## config.mk

```make
export PLATFORM = sky130hd
export DESIGN_NAME = wideor_sched
export DESIGN_NICKNAME = d
export VERILOG_FILES = /design/src/rtl/wideor_sched_pkg.sv /design/src/rtl/wideor_rr_arb.sv /design/src/rtl/wideor_sched.sv
export SDC_FILE = /design/constraint.sdc
export NUM_CORES = 1
export LEC_CHECK = 0
export BUFFER_PORTS_ARGS = -buffer_cell sky130_fd_sc_hd__buf_2
export CAP_MARGIN = 20
export CORE_ASPECT_RATIO = 2
export CORE_MARGIN = 2
export CORE_UTILIZATION = 55
export CTS_BUF_LIST = sky130_fd_sc_hd__clkbuf_4 sky130_fd_sc_hd__clkbuf_8
export DETAILED_ROUTE_END_ITERATION = 6
export GPL_TIMING_DRIVEN = 0
export PLACE_DENSITY = 0.89
export SYNTH_ARGS = -nofsm -noshare
export SYNTH_HDL_FRONTEND = slang
export SYNTH_SLANG_ARGS = --single-unit
```

## constraint.sdc

```tcl
create_clock -name clk -period 2.9 [get_ports clk]
set_clock_uncertainty 0.15 [all_clocks]
set_input_delay 0.58 -clock clk [delete_from_list [all_inputs] [get_ports clk]]
set_output_delay 0.58 -clock clk [all_outputs]
set_load 0.005 [all_outputs]
```

## src/rtl/wideor_sched_pkg.sv

```systemverilog
// Shared FSM type and width helpers for the chunked wide-OR scheduler.
package wideor_sched_pkg;

  typedef enum logic [1:0] {
    IDLE = 2'd0,
    SCAN = 2'd1,
    DONE = 2'd2
  } state_t;

  // Number of CHUNK-bit slices in a WIDTH-bit vector (guarded against CHUNK==0).
  function automatic int unsigned nchunk(input int unsigned width, input int unsigned chunk);
    return (chunk == 0) ? 32'd1 : width / chunk;
  endfunction

  // Bits needed to index n items; never narrower than one bit.
  function automatic int unsigned index_w(input int unsigned n);
    return (n > 1) ? 32'($clog2(n)) : 32'd1;
  endfunction

  // Width of the chunk index register.
  function automatic int unsigned idx_w(input int unsigned nch);
    return index_w(nch);
  endfunction

  // Width of the requester id field.
  function automatic int unsigned id_w(input int unsigned nreq);
    return index_w(nreq);
  endfunction

  // Width of the chunk count field, which must hold 1..nch.
  function automatic int unsigned cnt_w(input int unsigned nch);
    return (nch > 1) ? 32'($clog2(nch + 1)) : 32'd1;
  endfunction

endpackage

```

## src/rtl/wideor_rr_arb.sv

```systemverilog
// Combinational round-robin picker: first asserted request at or after ptr, wrapping.
module wideor_rr_arb
  import wideor_sched_pkg::*;
#(
  parameter int unsigned NREQ = 2,
  localparam int unsigned IDW = id_w(NREQ)
) (
  input  logic [NREQ-1:0] req,
  input  logic [IDW-1:0]  ptr,
  output logic [NREQ-1:0] gnt,
  output logic [IDW-1:0]  gnt_idx
);

  logic [IDW-1:0] cand;
  logic           found;

  // Walk the requesters starting at ptr; the first hit wins.
  always_comb begin
    gnt     = '0;
    gnt_idx = '0;
    cand    = '0;
    found   = 1'b0;
    for (int unsigned off = 0; off < NREQ; off++) begin
      cand = IDW'((32'(ptr) + off) % NREQ);
      if (!found && req[cand]) begin
        found   = 1'b1;
        gnt_idx = cand;
      end
    end
    if (found) begin
      gnt[gnt_idx] = 1'b1;
    end
  end

endmodule

```

## src/rtl/wideor_sched.sv

```systemverilog
// Arbitrates NREQ requesters onto one chunked OR-reduction engine and returns the result.
module wideor_sched
  import wideor_sched_pkg::*;
#(
  parameter int unsigned NREQ       = 2,
  parameter int unsigned WIDTH      = 128,
  parameter int unsigned CHUNK      = 32,
  parameter int unsigned EARLY_EXIT = 1,
  localparam int unsigned NCHUNK    = nchunk(WIDTH, CHUNK),
  localparam int unsigned IDXW      = idx_w(NCHUNK),
  localparam int unsigned IDW       = id_w(NREQ),
  localparam int unsigned CNTW      = cnt_w(NCHUNK)
) (
  input  logic                  clk,
  input  logic                  rst_n,
  input  logic [NREQ-1:0]       req_valid,
  input  logic [NREQ*WIDTH-1:0] req_data,
  output logic [NREQ-1:0]       req_ready,
  output logic                  rsp_valid,
  input  logic                  rsp_ready,
  output logic [IDW-1:0]        rsp_id,
  output logic                  rsp_any,
  output logic [CNTW-1:0]       rsp_chunks
);

  // Reject configurations the chunk mux cannot tile.
  if ((CHUNK == 0) || ((WIDTH % ((CHUNK == 0) ? 1 : CHUNK)) != 0)) begin : g_chunk_check
    $error("wideor_sched: WIDTH (%0d) must be a non-zero multiple of CHUNK (%0d)", WIDTH, CHUNK);
  end
  if (NREQ < 1) begin : g_nreq_check
    $error("wideor_sched: NREQ must be at least 1");
  end

  state_t            state_q, state_d;
  logic              armed_q;
  logic [WIDTH-1:0]  data_q, data_d;
  logic              acc_q, acc_d;
  logic [IDXW-1:0]   idx_q, idx_d;
  logic [IDW-1:0]    id_q, id_d;
  logic [IDW-1:0]    rr_ptr_q, rr_ptr_d;
  logic              rsp_valid_q, rsp_valid_d;
  logic [IDW-1:0]    rsp_id_q, rsp_id_d;
  logic              rsp_any_q, rsp_any_d;
  logic [CNTW-1:0]   rsp_chunks_q, rsp_chunks_d;

  logic [NREQ-1:0]   gnt;
  logic [IDW-1:0]    gnt_idx;
  logic [IDW-1:0]    next_ptr;
  logic [WIDTH-1:0]  req_vec [NREQ];
  logic [NCHUNK-1:0] chunk_hit;
  logic              cur_hit;
  logic              last_chunk;
  logic              grant_en;

  wideor_rr_arb #(
    .NREQ (NREQ)
  ) u_arb (
    .req     (req_valid),
    .ptr     (rr_ptr_q),
    .gnt     (gnt),
    .gnt_idx (gnt_idx)
  );

  // Split the flat request bus into per-requester vectors.
  for (genvar r = 0; r < NREQ; r++) begin : g_req
    assign req_vec[r] = req_data[r*WIDTH +: WIDTH];
  end

  // Per-chunk OR of the captured vector; the scan just selects one per cycle.
  for (genvar k = 0; k < NCHUNK; k++) begin : g_chunk
    assign chunk_hit[k] = |data_q[k*CHUNK +: CHUNK];
  end

  assign cur_hit    = chunk_hit[idx_q];
  assign last_chunk = (32'(idx_q) == (NCHUNK - 1)) || ((EARLY_EXIT != 0) && cur_hit);

  // A grant is only offered when idle, out of reset for at least one cycle, and something is asking.
  assign grant_en  = (state_q == IDLE) && armed_q && rst_n && (|req_valid);
  assign req_ready = grant_en ? gnt : '0;

  // Pointer moves just past the granted requester, wrapping at NREQ.
  always_comb begin
    next_ptr = '0;
    if ((32'(gnt_idx) + 32'd1) < NREQ) begin
      next_ptr = IDW'(32'(gnt_idx) + 32'd1);
    end
  end

  // Next-state and datapath update for the IDLE -> SCAN -> DONE sequence.
  always_comb begin
    state_d      = state_q;
    data_d       = data_q;
    acc_d        = acc_q;
    idx_d        = idx_q;
    id_d         = id_q;
    rr_ptr_d     = rr_ptr_q;
    rsp_valid_d  = rsp_valid_q;
    rsp_id_d     = rsp_id_q;
    rsp_any_d    = rsp_any_q;
    rsp_chunks_d = rsp_chunks_q;
    unique case (state_q)
      IDLE: begin
        if (grant_en) begin
          data_d   = req_vec[gnt_idx];
          id_d     = gnt_idx;
          acc_d    = 1'b0;
          idx_d    = '0;
          rr_ptr_d = next_ptr;
          state_d  = SCAN;
        end
      end
      SCAN: begin
        acc_d = acc_q | cur_hit;
        idx_d = idx_q + IDXW'(1);
        if (last_chunk) begin
          state_d      = DONE;
          rsp_valid_d  = 1'b1;
          rsp_id_d     = id_q;
          rsp_any_d    = acc_q | cur_hit;
          rsp_chunks_d = CNTW'(idx_q) + CNTW'(1);
        end
      end
      DONE: begin
        if (rsp_ready) begin
          state_d     = IDLE;
          rsp_valid_d = 1'b0;
        end
      end
      default: begin
        state_d = IDLE;
      end
    endcase
  end

  // State, datapath and result registers with synchronous clear.
  always_ff @(posedge clk) begin
    if (!rst_n) begin
      state_q      <= IDLE;
      armed_q      <= 1'b0;
      data_q       <= '0;
      acc_q        <= 1'b0;
      idx_q        <= '0;
      id_q         <= '0;
      rr_ptr_q     <= '0;
      rsp_valid_q  <= 1'b0;
      rsp_id_q     <= '0;
      rsp_any_q    <= 1'b0;
      rsp_chunks_q <= '0;
    end else begin
      state_q      <= state_d;
      armed_q      <= 1'b1;
      data_q       <= data_d;
      acc_q        <= acc_d;
      idx_q        <= idx_d;
      id_q         <= id_d;
      rr_ptr_q     <= rr_ptr_d;
      rsp_valid_q  <= rsp_valid_d;
      rsp_id_q     <= rsp_id_d;
      rsp_any_q    <= rsp_any_d;
      rsp_chunks_q <= rsp_chunks_d;
    end
  end

  // Outputs read zero for as long as reset is held.
  assign rsp_valid  = rsp_valid_q & rst_n;
  assign rsp_id     = rsp_id_q & {IDW{rst_n}};
  assign rsp_any    = rsp_any_q & rst_n;
  assign rsp_chunks = rsp_chunks_q & {CNTW{rst_n}};

endmodule

```

==> parameters.txt, run 1 <==
Parameter                              Value

Synth
  Count of synthesis-stage warnings from yosys    0
  Count of flip-flops with a built-in enable after synthesis    0
  Most area-consuming cells after synthesis    sky130_fd_sc_hd__dfxtp_1 (41%), sky130_fd_sc_hd__mux2i_1 (19%), sky130_fd_sc_hd__o211a_1 (19%), sky130_fd_sc_hd__nand2_1 (7.6%), sky130_fd_sc_hd__nor4_1 (2.4%)
  Library cell occupying the most area in the post-synthesis netlist    sky130_fd_sc_hd__dfxtp_1
  Post-synthesis share of cell area spent on and, or, nand and nor gates    0.142
  Share of the synthesized area in compound gates (AO/OA/AOI/OAI)    0.207
  Post-synthesis sequential area ratio    0.414
  Share of synthesized cell area in full adder, half adder and majority cells    0.00182
  Fraction of synthesized cell area in xor and xnor cells    0
  Syn avg cell area    9.89 µm²
  Post-Syn Instances    695
  Count of different cell masters after synthesis    36
  Synth Flop Type    sky130_fd_sc_hd__dfxtp_1
  Synth Cell Area    6870 µm²
  Portion of netlist area occupied by mux cells    0.192
  Number of nets in the synthesized netlist    957
  Seq cells post-synth    142
  Share of Yosys cell area claimed by the top area cell type    0.414
  Main combinational cell family by area after synthesis    compound AO/OA/AOI/OAI gates
  Synth async-reset ratio    0

Global routing
  Gr ovfl total    0
  Via count of the first global-routing pass    6598
  Initial antenna violation count    1
  Pin count of the biggest net entering global routing    17
  Wire length of the first global-routing pass    28.7 mm
  Combined global-route utilization of all metal layers    0.259

Critical path
  Cell count of the worst reg-to-reg path    6
  Critical Path Most Common Cell    sky130_fd_sc_hd__buf_2
  Cells along the critical path    nor2_1 > o2111a_1 > buf_2 > buf_2 > and2_1 > buf_2
  Longest individual stage delay on the worst path    0.34 ns
  Maximum fanout encountered on the critical timing path    19
  Critical Path RT    2.17 ns
  Standard cell with the maximum stage delay on the critical path    sky130_fd_sc_hd__dfxtp_1
  Endpoint of the most critical register-to-register path    rsp_chunks_q[0]
  Kind of critical path    flip-flop to output pin
  Slack of the worst reg-to-reg path    0.69 ns
  Startpoint of the worst-slack reg-to-reg timing path    data_q[92]
  Critical path startpoint category    flip-flop
  Data arrival, critical path    1.95 ns
  Kind of end point of the critical path    output pin

Clock network
  Clock edge transition at the registers on the reported setup and hold paths    0.07 ns
  # H-tree levels    4
  CTS Sinks    142
  Post-CTS setup-driven buffer insertion count    0
  Clock Root Buffer    sky130_fd_sc_hd__clkbuf_8
  CTS tree    built
  Hold-fix buffers at CTS    0
  # resized after CTS    0
  Clock latency reported for the late side of the worst-skew pair    0.43 ns
  Worst-case clock buffer depth    2
  Number of clock buffers inserted by TritonCTS    17

Timing
  Final clock period utilization by the worst path    0.925
  Max-slew violation count    0
  Slew at the pin with the worst max-slew slack    0.564 ns
  Relative slew margins    0.621
  Setup TNS    0 ns
  Count of final hold-check violations    0
  Fmax    373 MHz
  Unrepaired setup endpoints after global routing    false
  Time the worst path needs with I/O delays and setup    2.68 ns
  Finish-stage setup viols    0

Floorplan
  Core box area    12200 µm²
  # rows    57
  Effective utilization at floorplan    0.564
  Chip width    83.0 µm
  I/O Pins    269
  Vertical extent of the die    162 µm
  Die Outline Area    13500 µm²

Worst hold path
  Worst hold-check path type    primary input to flip-flop
  Start point of the worst min-delay path    rst_n
  Worst hold path stage count    1
  Hold Crit Endpoint    armed_q

Detailed routing
  Via total after detailed routing    6298
  Remaining DRCs    0
  Antenna-violating nets left    0
  Average via count per standard cell    5.52
  Detailed-router iteration count before antenna repair    6
  Drt total wl    17.8 mm
  Routed length per instance    15.6 µm
  DR iter-0 viols    184

Final layout
  Layout cell share with drive strength beyond 1    0.349
  Layout Area Growth over Synthesis    29.3%
  Number of diodes added for antenna fixing    0
  Final Instance Area    8890 µm²
  Total number of nets in the final design    1243
  Number of inserted filler cells in the final layout    948

Place
  Total cell area at the placement stage    8400 µm²
  Post-DP HPWL    13.8 mm
  RePlAce Congestion    0.790
  Number of port buffers    268

Flow run
  Number of max-cap violations    0

Power and ir drop
  Worst ir drop on vdd    0.419 mV
  Total power per unit cell area    546 nW/µm²
  Total power    4.85 mW
  Leakage power    5.75 nW

Status
  Run status    complete, no violations
[logic make-up (layout without fill, tap and decap cells)]
family,count (synthesis),after routing
and+or+nand+nor,211,211
AOI/OAI and AO/OA,148,148
DFF,142,142
muxes,131,131
buffers and inverters,62,360
adders and majority gates,1,1
[critical path: cells and delay by family, from the launching register on]
kind,cells,cell delay [ns]
buffers and inverters,3,0.64
AOI/OAI and AO/OA,1,0.20
and+or+nand+nor,2,0.34
DFF,1,0.34
[placed cells by master (no fill, tap or decap), types with 3 or more instances in the layout]
cell type	count
sky130_fd_sc_hd__clkbuf_8	19
sky130_fd_sc_hd__bufinv_16	6
sky130_fd_sc_hd__buf_4	10
sky130_fd_sc_hd__nand2_1	139
sky130_fd_sc_hd__nor3_2	4
sky130_fd_sc_hd__dfxtp_1	142
sky130_fd_sc_hd__nand4_1	6
sky130_fd_sc_hd__nor4_1	26
sky130_fd_sc_hd__and2_1	6
sky130_fd_sc_hd__a21boi_0	3
sky130_fd_sc_hd__buf_2	296
sky130_fd_sc_hd__nand3_1	5
sky130_fd_sc_hd__nor2b_1	3
sky130_fd_sc_hd__clkbuf_1	20
sky130_fd_sc_hd__o211a_1	128
sky130_fd_sc_hd__inv_1	3
sky130_fd_sc_hd__o21ai_0	4
sky130_fd_sc_hd__inv_6	3
sky130_fd_sc_hd__nor3_1	3
sky130_fd_sc_hd__a21oi_1	3
sky130_fd_sc_hd__mux2i_1	130
sky130_fd_sc_hd__nor2_1	11
[through the flow]
stage                     utilization  cells  worst slack (ns)  hold slack, ns
after floorplan                     -    695             0.769           0.285
after global placement          0.689   1110             0.337           0.295
after detailed placement        0.689   1110             0.310           0.299
after CTS                       0.729   1141            0.0891           0.167
after global routing            0.729   1140             0.101           0.188
final                           0.729   1140             0.217           0.190
[flip-flops by register name, summed over array words and instances (netlist names)]
signal	cells
acc_q	1
armed_q	1
data_q	128
id_q	1
idx_q	2
rr_ptr_q	1
rsp_any_q	1
rsp_chunks_q	3
rsp_id_q	1
rsp_valid_q	1
state_q	2
[how the worst max path moves through the flow]
stage                  from      endpoint  slack (ns)  depth (start not counted)
2_1_floorplan  req_valid[0]  req_ready[0]        0.77                          5
3_3_place_gp   req_valid[0]  req_ready[0]        0.34                          7
3_5_place_dp   req_valid[0]  req_ready[0]        0.31                          7
4_1_cts          state_q[1]  req_ready[0]        0.09                          7
5_1_grt          state_q[1]  req_ready[0]        0.10                          6
6_report         state_q[1]  req_ready[0]        0.22                          6
[cell usage after synthesis (4+ instances only)]
cell                       instances
sky130_fd_sc_hd__nand3_1           5
sky130_fd_sc_hd__and2_1            6
sky130_fd_sc_hd__dfxtp_1         142
sky130_fd_sc_hd__clkbuf_1         20
sky130_fd_sc_hd__nand4_1           6
sky130_fd_sc_hd__nor4_1           26
sky130_fd_sc_hd__nor3_2            4
sky130_fd_sc_hd__o211a_1         128
sky130_fd_sc_hd__buf_4            10
sky130_fd_sc_hd__nand2_1         139
sky130_fd_sc_hd__mux2i_1         130
sky130_fd_sc_hd__nor2_1           11
sky130_fd_sc_hd__o21ai_0           4
sky130_fd_sc_hd__buf_2            29
[layout make-up]
type	count	area [µm²]	share of cell area
multi-input combinational	491	3720	0.419
sequential	142	2840	0.320
timing repair buffer	268	1340	0.151
buffer	58	290	0.0327
clock buffer	19	262	0.0294
clock inverter	12	231	0.0260
tap	147	184	0.0207
inverter	3	11.3	0.00127
[report_power, final]
| group | switching (mW) | total [mW] | internal (mW) |
|---|---|---|---|
| Sequential | 0.0765 | 2.16 | 2.08 |
| Combinational | 0.365 | 0.767 | 0.402 |
| Clock | 0.764 | 1.93 | 1.16 |
| Total | 1.20 | 4.85 | 3.65 |
[routing by layer]
metal | global-route usage | share of wire | up-vias
met4 | 0.106 | 0.024 | 2
met5 | 0 | 0.00073 | -
met3 | 0.0493 | 0.042 | 42
li1 | - | - | 3129
met1 | 0.252 | 0.37 | 2937
met2 | 0.518 | 0.56 | 188
No activity file was read; power rests on OpenSTA's default activity.
==> run 2: changes to the inputs <==
--- a/config.mk
+++ b/config.mk
@@ -7,13 +7,15 @@
 export LEC_CHECK = 0
 export BUFFER_PORTS_ARGS = -buffer_cell sky130_fd_sc_hd__buf_2
 export CAP_MARGIN = 20
+export CELL_PAD_IN_SITES_DETAIL_PLACEMENT = 2
+export CELL_PAD_IN_SITES_GLOBAL_PLACEMENT = 2
 export CORE_ASPECT_RATIO = 2
 export CORE_MARGIN = 2
-export CORE_UTILIZATION = 55
+export CORE_UTILIZATION = 32
 export CTS_BUF_LIST = sky130_fd_sc_hd__clkbuf_4 sky130_fd_sc_hd__clkbuf_8
 export DETAILED_ROUTE_END_ITERATION = 6
 export GPL_TIMING_DRIVEN = 0
-export PLACE_DENSITY = 0.89
+export PLACE_DENSITY_LB_ADDON = 0.1
 export SYNTH_ARGS = -nofsm -noshare
 export SYNTH_HDL_FRONTEND = slang
 export SYNTH_SLANG_ARGS = --single-unit
==> run 2 against run 1 <==
Compared with the run above: final area rose by 0.86%; global-route usage is 5.8 points lower; wire length is 27% higher; fmax shrank 0.80%; sequential power hardly changed; largest cell class unchanged; flip-flop and latch count stayed put.
==> parameters.txt, run 2 (synthesis results as in run 1) <==
Parameter                              Value

Power and ir drop
  Worst ir drop on vdd    0.238 mV
  Leakage power    5.72 nW
  Total power per unit cell area    512 nW/µm²

Place
  Post-DP HPWL    18.1 mm
  Number of port buffers    268
  RePlAce Congestion    0.730
  Instance count after placement with tap cells included    1232

Detailed routing
  Via total after detailed routing    6465
  Average via count per standard cell    5.12
  Routed length per instance    17.8 µm
  Antenna-violating nets left    0
  Remaining DRCs    0
  DR iter-0 viols    126
  Detailed-router iteration count before antenna repair    4
  Drt total wl    22.5 mm

Floorplan
  Chip width    108 µm
  Vertical extent of the die    211 µm
  Core box area    21000 µm²
  I/O Pins    269
  Effective utilization at floorplan    0.327
  Die Outline Area    22700 µm²
  # rows    75

Critical path
  Critical Path Most Common Cell    sky130_fd_sc_hd__buf_2
  Startpoint of the worst-slack reg-to-reg timing path    rr_ptr_q
  Slack of the worst reg-to-reg path    0.75 ns
  Standard cell with the maximum stage delay on the critical path    sky130_fd_sc_hd__buf_2
  Kind of critical path    flip-flop to output pin
  Cells along the critical path    o21ai_1 > buf_2 > buf_4 > and2_1 > buf_2
  Maximum fanout encountered on the critical timing path    10
  Cell count of the worst reg-to-reg path    6
  Critical Path RT    2.17 ns
  Data arrival, critical path    1.97 ns
  Kind of end point of the critical path    output pin
  Critical path startpoint category    flip-flop
  Endpoint of the most critical register-to-register path    data_q[93]
  Longest individual stage delay on the worst path    0.41 ns

Timing
  Setup TNS    0 ns
  Unrepaired setup endpoints after global routing    false
  Finish-stage setup viols    0
  Slew at the pin with the worst max-slew slack    0.641 ns
  Time the worst path needs with I/O delays and setup    2.70 ns
  Fmax    370 MHz
  Final clock period utilization by the worst path    0.933
  Count of final hold-check violations    0
  Relative slew margins    0.573
  Max-slew violation count    0

Final layout
  Number of flip-flops under the largest register name    128
  Utilization after layout    0.426
  Register with the most flip-flops    data_q
  Number of diodes added for antenna fixing    0
  Layout Area Growth over Synthesis    30.4%
  Top flop regs    data_q x128, rsp_chunks_q x3
  Layout cell share with drive strength beyond 1    0.350
  Number of inserted filler cells in the final layout    2400
  Sequential Area    2840 µm²
  Total number of nets in the final design    1243
  Multi-input logic area    3720 µm²
  Final Instance Count excl. Fillers    1263
  Most used cells in the layout excluding fill and tap cells    sky130_fd_sc_hd__buf_2 (294), sky130_fd_sc_hd__dfxtp_1 (142), sky130_fd_sc_hd__nand2_1 (139)
  Most common cell after layout, fill and taps aside    sky130_fd_sc_hd__buf_2

Clock network
  Worst-case clock buffer depth    2
  Clock edge transition at the registers on the reported setup and hold paths    0.07 ns
  Clock latency reported for the late side of the worst-skew pair    0.45 ns
  CTS Sinks    142
  # H-tree levels    4
  CTS tree    built
  Clock Root Buffer    sky130_fd_sc_hd__clkbuf_8
  Number of clock buffers inserted by TritonCTS    17

Worst hold path
  Hold Crit Endpoint    armed_q
  Worst hold-check path type    primary input to flip-flop
  Start point of the worst min-delay path    rst_n
  Worst hold path stage count    1

Global routing
  Initial antenna violation count    0
  Wire length of the first global-routing pass    35.7 mm
  Via count of the first global-routing pass    7304
  Gr ovfl total    0
  Combined global-route utilization of all metal layers    0.201
  Pin count of the biggest net entering global routing    17

Status
  Run status    complete, no violations

Flow run
  Number of max-cap violations    0
-- run 2: cell count changes in the layout (fill, tap and decap cells not counted), sizes merged --
cell,delta
buf,-1
bufinv,-4
clkbuf,+5
clkinv,+2
clkinvlp,+1
inv,-2
-- run 2: critical path: cells and delay by family, from the launching register on --
family / cells / cell delay (ns)
buffers and inverters: 3 / 0.80
AO/OA/AOI/OAI: 1 / 0.26
flip-flops: 1 / 0.32
AND/OR/NAND/NOR: 1 / 0.14
-- run 2: worst max path at each step --
stage	from	endpoint	slack (ns)	depth (start not counted)
3_5_place_dp	req_valid[0]	req_ready[0]	0.19	7
6_report	rr_ptr_q	req_ready[0]	0.20	5
2_1_floorplan	req_valid[0]	req_ready[0]	0.77	5
4_1_cts	state_q[1]	req_ready[0]	0.005	7
5_1_grt	rr_ptr_q	req_ready[0]	0.03	5
3_3_place_gp	req_valid[0]	req_ready[0]	0.23	7
-- run 2: repair_timing --
action,in CTS,in global routing
resized for setup,1,1
endpoints found under the hold margin,0,0
hold buffers,0,0
buffers inserted,0,0
setup endpoints to repair,1,1
-- run 2: final cells by class --
class | instances | area share
tap | 269 | 0.0376
clock inverter | 9 | 0.0120
buffer | 58 | 0.0329
clock buffer | 23 | 0.0339
multi-input combinational | 491 | 0.415
inverter | 3 | 0.00126
timing repair buffer | 268 | 0.150
sequential | 142 | 0.317
-- run 2: metal layers --
metal | vias up | track usage | share of wire
met1 | 3166 | 0.189 | 0.35
met4 | 0 | 0.0477 | 0.014
met2 | 159 | 0.417 | 0.60
li1 | 3121 | - | -
met3 | 19 | 0.0444 | 0.039
met5 | - | 0 | 0
-- run 2: through the flow --
step	hold WS, ns	total power, mW	setup WS, ns	cell area (µm²)
after floorplan	0.285	2.66	0.769	6870
after global placement	0.295	2.99	0.233	8550
after detailed placement	0.320	3.02	0.192	8550
after CTS	0.123	4.67	0.00491	8960
after global routing	0.145	4.84	0.0280	8960
final	0.158	4.59	0.195	8960
-- run 2: report_power, final --
group | internal [mW] | switching (mW)
clock | 0.875 | 0.767
sequential | 2.08 | 0.0769
combinational | 0.403 | 0.388
total | 3.36 | 1.23
==> run 3: changes to the inputs <==
--- a/config.mk
+++ b/config.mk
@@ -15,7 +15,7 @@
 export CTS_BUF_LIST = sky130_fd_sc_hd__clkbuf_4 sky130_fd_sc_hd__clkbuf_8
 export DETAILED_ROUTE_END_ITERATION = 6
 export GPL_TIMING_DRIVEN = 0
-export PLACE_DENSITY_LB_ADDON = 0.1
+export PLACE_DENSITY = 0.95
 export SYNTH_ARGS = -nofsm -noshare
 export SYNTH_HDL_FRONTEND = slang
 export SYNTH_SLANG_ARGS = --single-unit
==> run 3 against run 2 <==
Compared with the run above: utilization is 0.12 points lower; hold slack better by 0.0030 ns; register-to-register slack worse by 0.09 ns; count of clock-buffer cells in the layout is 3 lower; power is 0.71% lower; sequential power hardly changed; die area stayed put; non-clock buffer count stayed put; critical path depth stayed put; setup slack worse by 0.0033 ns; final area is 0.29% lower; critical path type unchanged.
==> parameters.txt, run 3 (synthesis results as in run 1) <==
Parameter                              Value

Critical path
  Longest individual stage delay on the worst path    0.38 ns
  Kind of critical path    flip-flop to output pin
  Worst path bufs/invs    3
  Critical Path RT    2.17 ns
  Standard cell with the maximum stage delay on the critical path    sky130_fd_sc_hd__clkbuf_4
  Worst path top cell family by delay    buffers and inverters
  Data arrival, critical path    1.98 ns
  Kind of end point of the critical path    output pin
  Maximum fanout encountered on the critical timing path    10
  Cells along the critical path    o21ai_1 > clkbuf_4 > buf_4 > and2_1 > buf_2
  Cell count of the worst reg-to-reg path    6
  Critical path startpoint category    flip-flop
  Count of cell instances traversed by the critical path    5

Place
  Post-DP HPWL    19.9 mm
  RePlAce Congestion    0.798
  Number of port buffers    268

Final layout
  Total number of nets in the final design    1243
  Top flop regs    data_q x128, rsp_chunks_q x3
  Layout cell share with drive strength beyond 1    0.349
  Number of flip-flops under the largest register name    128
  Most common cell after layout, fill and taps aside    sky130_fd_sc_hd__buf_2
  Register with the most flip-flops    data_q
  Layout Area Growth over Synthesis    30.0%
  Most used cells in the layout excluding fill and tap cells    sky130_fd_sc_hd__buf_2 (294), sky130_fd_sc_hd__dfxtp_1 (142), sky130_fd_sc_hd__nand2_1 (139)
  Number of diodes added for antenna fixing    0

Floorplan
  # rows    75
  Effective utilization at floorplan    0.327
  Core box area    21000 µm²
  Chip width    108 µm
  Die Outline Area    22700 µm²
  Vertical extent of the die    211 µm
  I/O Pins    269

Timing
  Finish-stage setup viols    0
  Relative slew margins    0.583
  Count of final hold-check violations    0
  Max-slew violation count    0
  Unrepaired setup endpoints after global routing    false
  Setup TNS    0 ns
  Slew at the pin with the worst max-slew slack    0.625 ns
  Time the worst path needs with I/O delays and setup    2.71 ns
  Final clock period utilization by the worst path    0.934
  Fmax    369 MHz

Clock network
  Worst-case clock buffer depth    2
  Clock Root Buffer    sky130_fd_sc_hd__clkbuf_8
  Post-CTS setup-driven buffer insertion count    0
  CTS tree    built
  CTS Sinks    142
  Clock edge transition at the registers on the reported setup and hold paths    0.08 ns
  Number of clock buffers inserted by TritonCTS    17
  # H-tree levels    4
  Clock latency reported for the late side of the worst-skew pair    0.45 ns

Detailed routing
  DR iter-0 viols    149
  Remaining DRCs    0
  Routed length per instance    19.7 µm
  Detailed-router iteration count before antenna repair    6
  Via total after detailed routing    6532
  Antenna-violating nets left    0
  Drt total wl    24.8 mm
  Average via count per standard cell    5.18

Power and ir drop
  Total power per unit cell area    510 nW/µm²
  Worst ir drop on vdd    0.195 mV
  Leakage power    5.70 nW
  Total power    4.56 mW

Worst hold path
  Worst hold path stage count    1
  Worst hold-check path type    primary input to flip-flop

Global routing
  Gr ovfl total    0
  Wire length of the first global-routing pass    38.8 mm
  Pin count of the biggest net entering global routing    20
  Via count of the first global-routing pass    7544
  Combined global-route utilization of all metal layers    0.221
  Initial antenna violation count    0

Status
  Run status    complete, no violations

Flow run
  Number of max-cap violations    0
-- run 3: cell count changes in the layout (fill, tap and decap cells not counted) --
| cell | delta |
|---|---|
| sky130_fd_sc_hd__inv_6 | -1 |
| sky130_fd_sc_hd__clkinv_4 | +2 |
| sky130_fd_sc_hd__buf_4 | -1 |
| sky130_fd_sc_hd__clkbuf_8 | -2 |
-- run 3: final cells by class --
class / instances / area [µm²]
buffer: 58 / 295
clock buffer: 20 / 269
clock inverter: 10 / 116
fill: 2369 / 12100
inverter: 3 / 11.3
multi-input combinational: 491 / 3720
sequential: 142 / 2840
tap: 269 / 337
timing repair buffer: 268 / 1340
-- run 3: worst paths after layout --
| check | startpoint | end | slack [ns] |
|---|---|---|---|
| max | rr_ptr_q | req_ready[0] | 0.19 |
| min reg2reg | acc_q | acc_q | 0.32 |
| min | rst_n | armed_q | 0.16 |
| max reg2reg | idx_q[0] | rsp_chunks_q[0] | 0.66 |
-- run 3: worst reg2reg max path, cell delays in order (launching register included) --
cell                      delay, ns
sky130_fd_sc_hd__dfxtp_1       0.60
sky130_fd_sc_hd__nor4b_2       0.34
sky130_fd_sc_hd__nand4_1       0.16
sky130_fd_sc_hd__nor3_2        0.30
sky130_fd_sc_hd__o21ai_2       0.13
sky130_fd_sc_hd__nand3_4       0.14
sky130_fd_sc_hd__mux2_4        0.31
-- run 3: repair_timing --
action / CTS / global route
gates cloned: 0 / 0
setup endpoints to repair: 1 / 1
resized for setup: 0 / 2
hold buffers: 0 / 0
-- run 3: metrics by stage --
stage,cells,hold slack [ns],worst slack (ns),cell area [µm²],util
2_1_floorplan,695,0.285,0.769,6870,-
3_3_place_gp,1232,0.295,0.235,8550,0.407
3_5_place_dp,1232,0.312,0.176,8550,0.407
4_1_cts,1261,0.126,0.0149,8930,0.425
5_1_grt,1261,0.150,0.0191,8940,0.425
6_report,1261,0.161,0.192,8940,0.425
-- run 3: power breakdown --
part,internal [mW],switching [mW]
registers,2.08,0.0844
clock network,0.808,0.769
logic,0.405,0.411
-- run 3: per-layer routing --
metal	share of wire	track usage	vias up
li1	-	-	3126
met1	0.34	0.207	3204
met2	0.60	0.462	160
met3	0.035	0.0364	42
met4	0.022	0.0729	0
met5	0	0	-
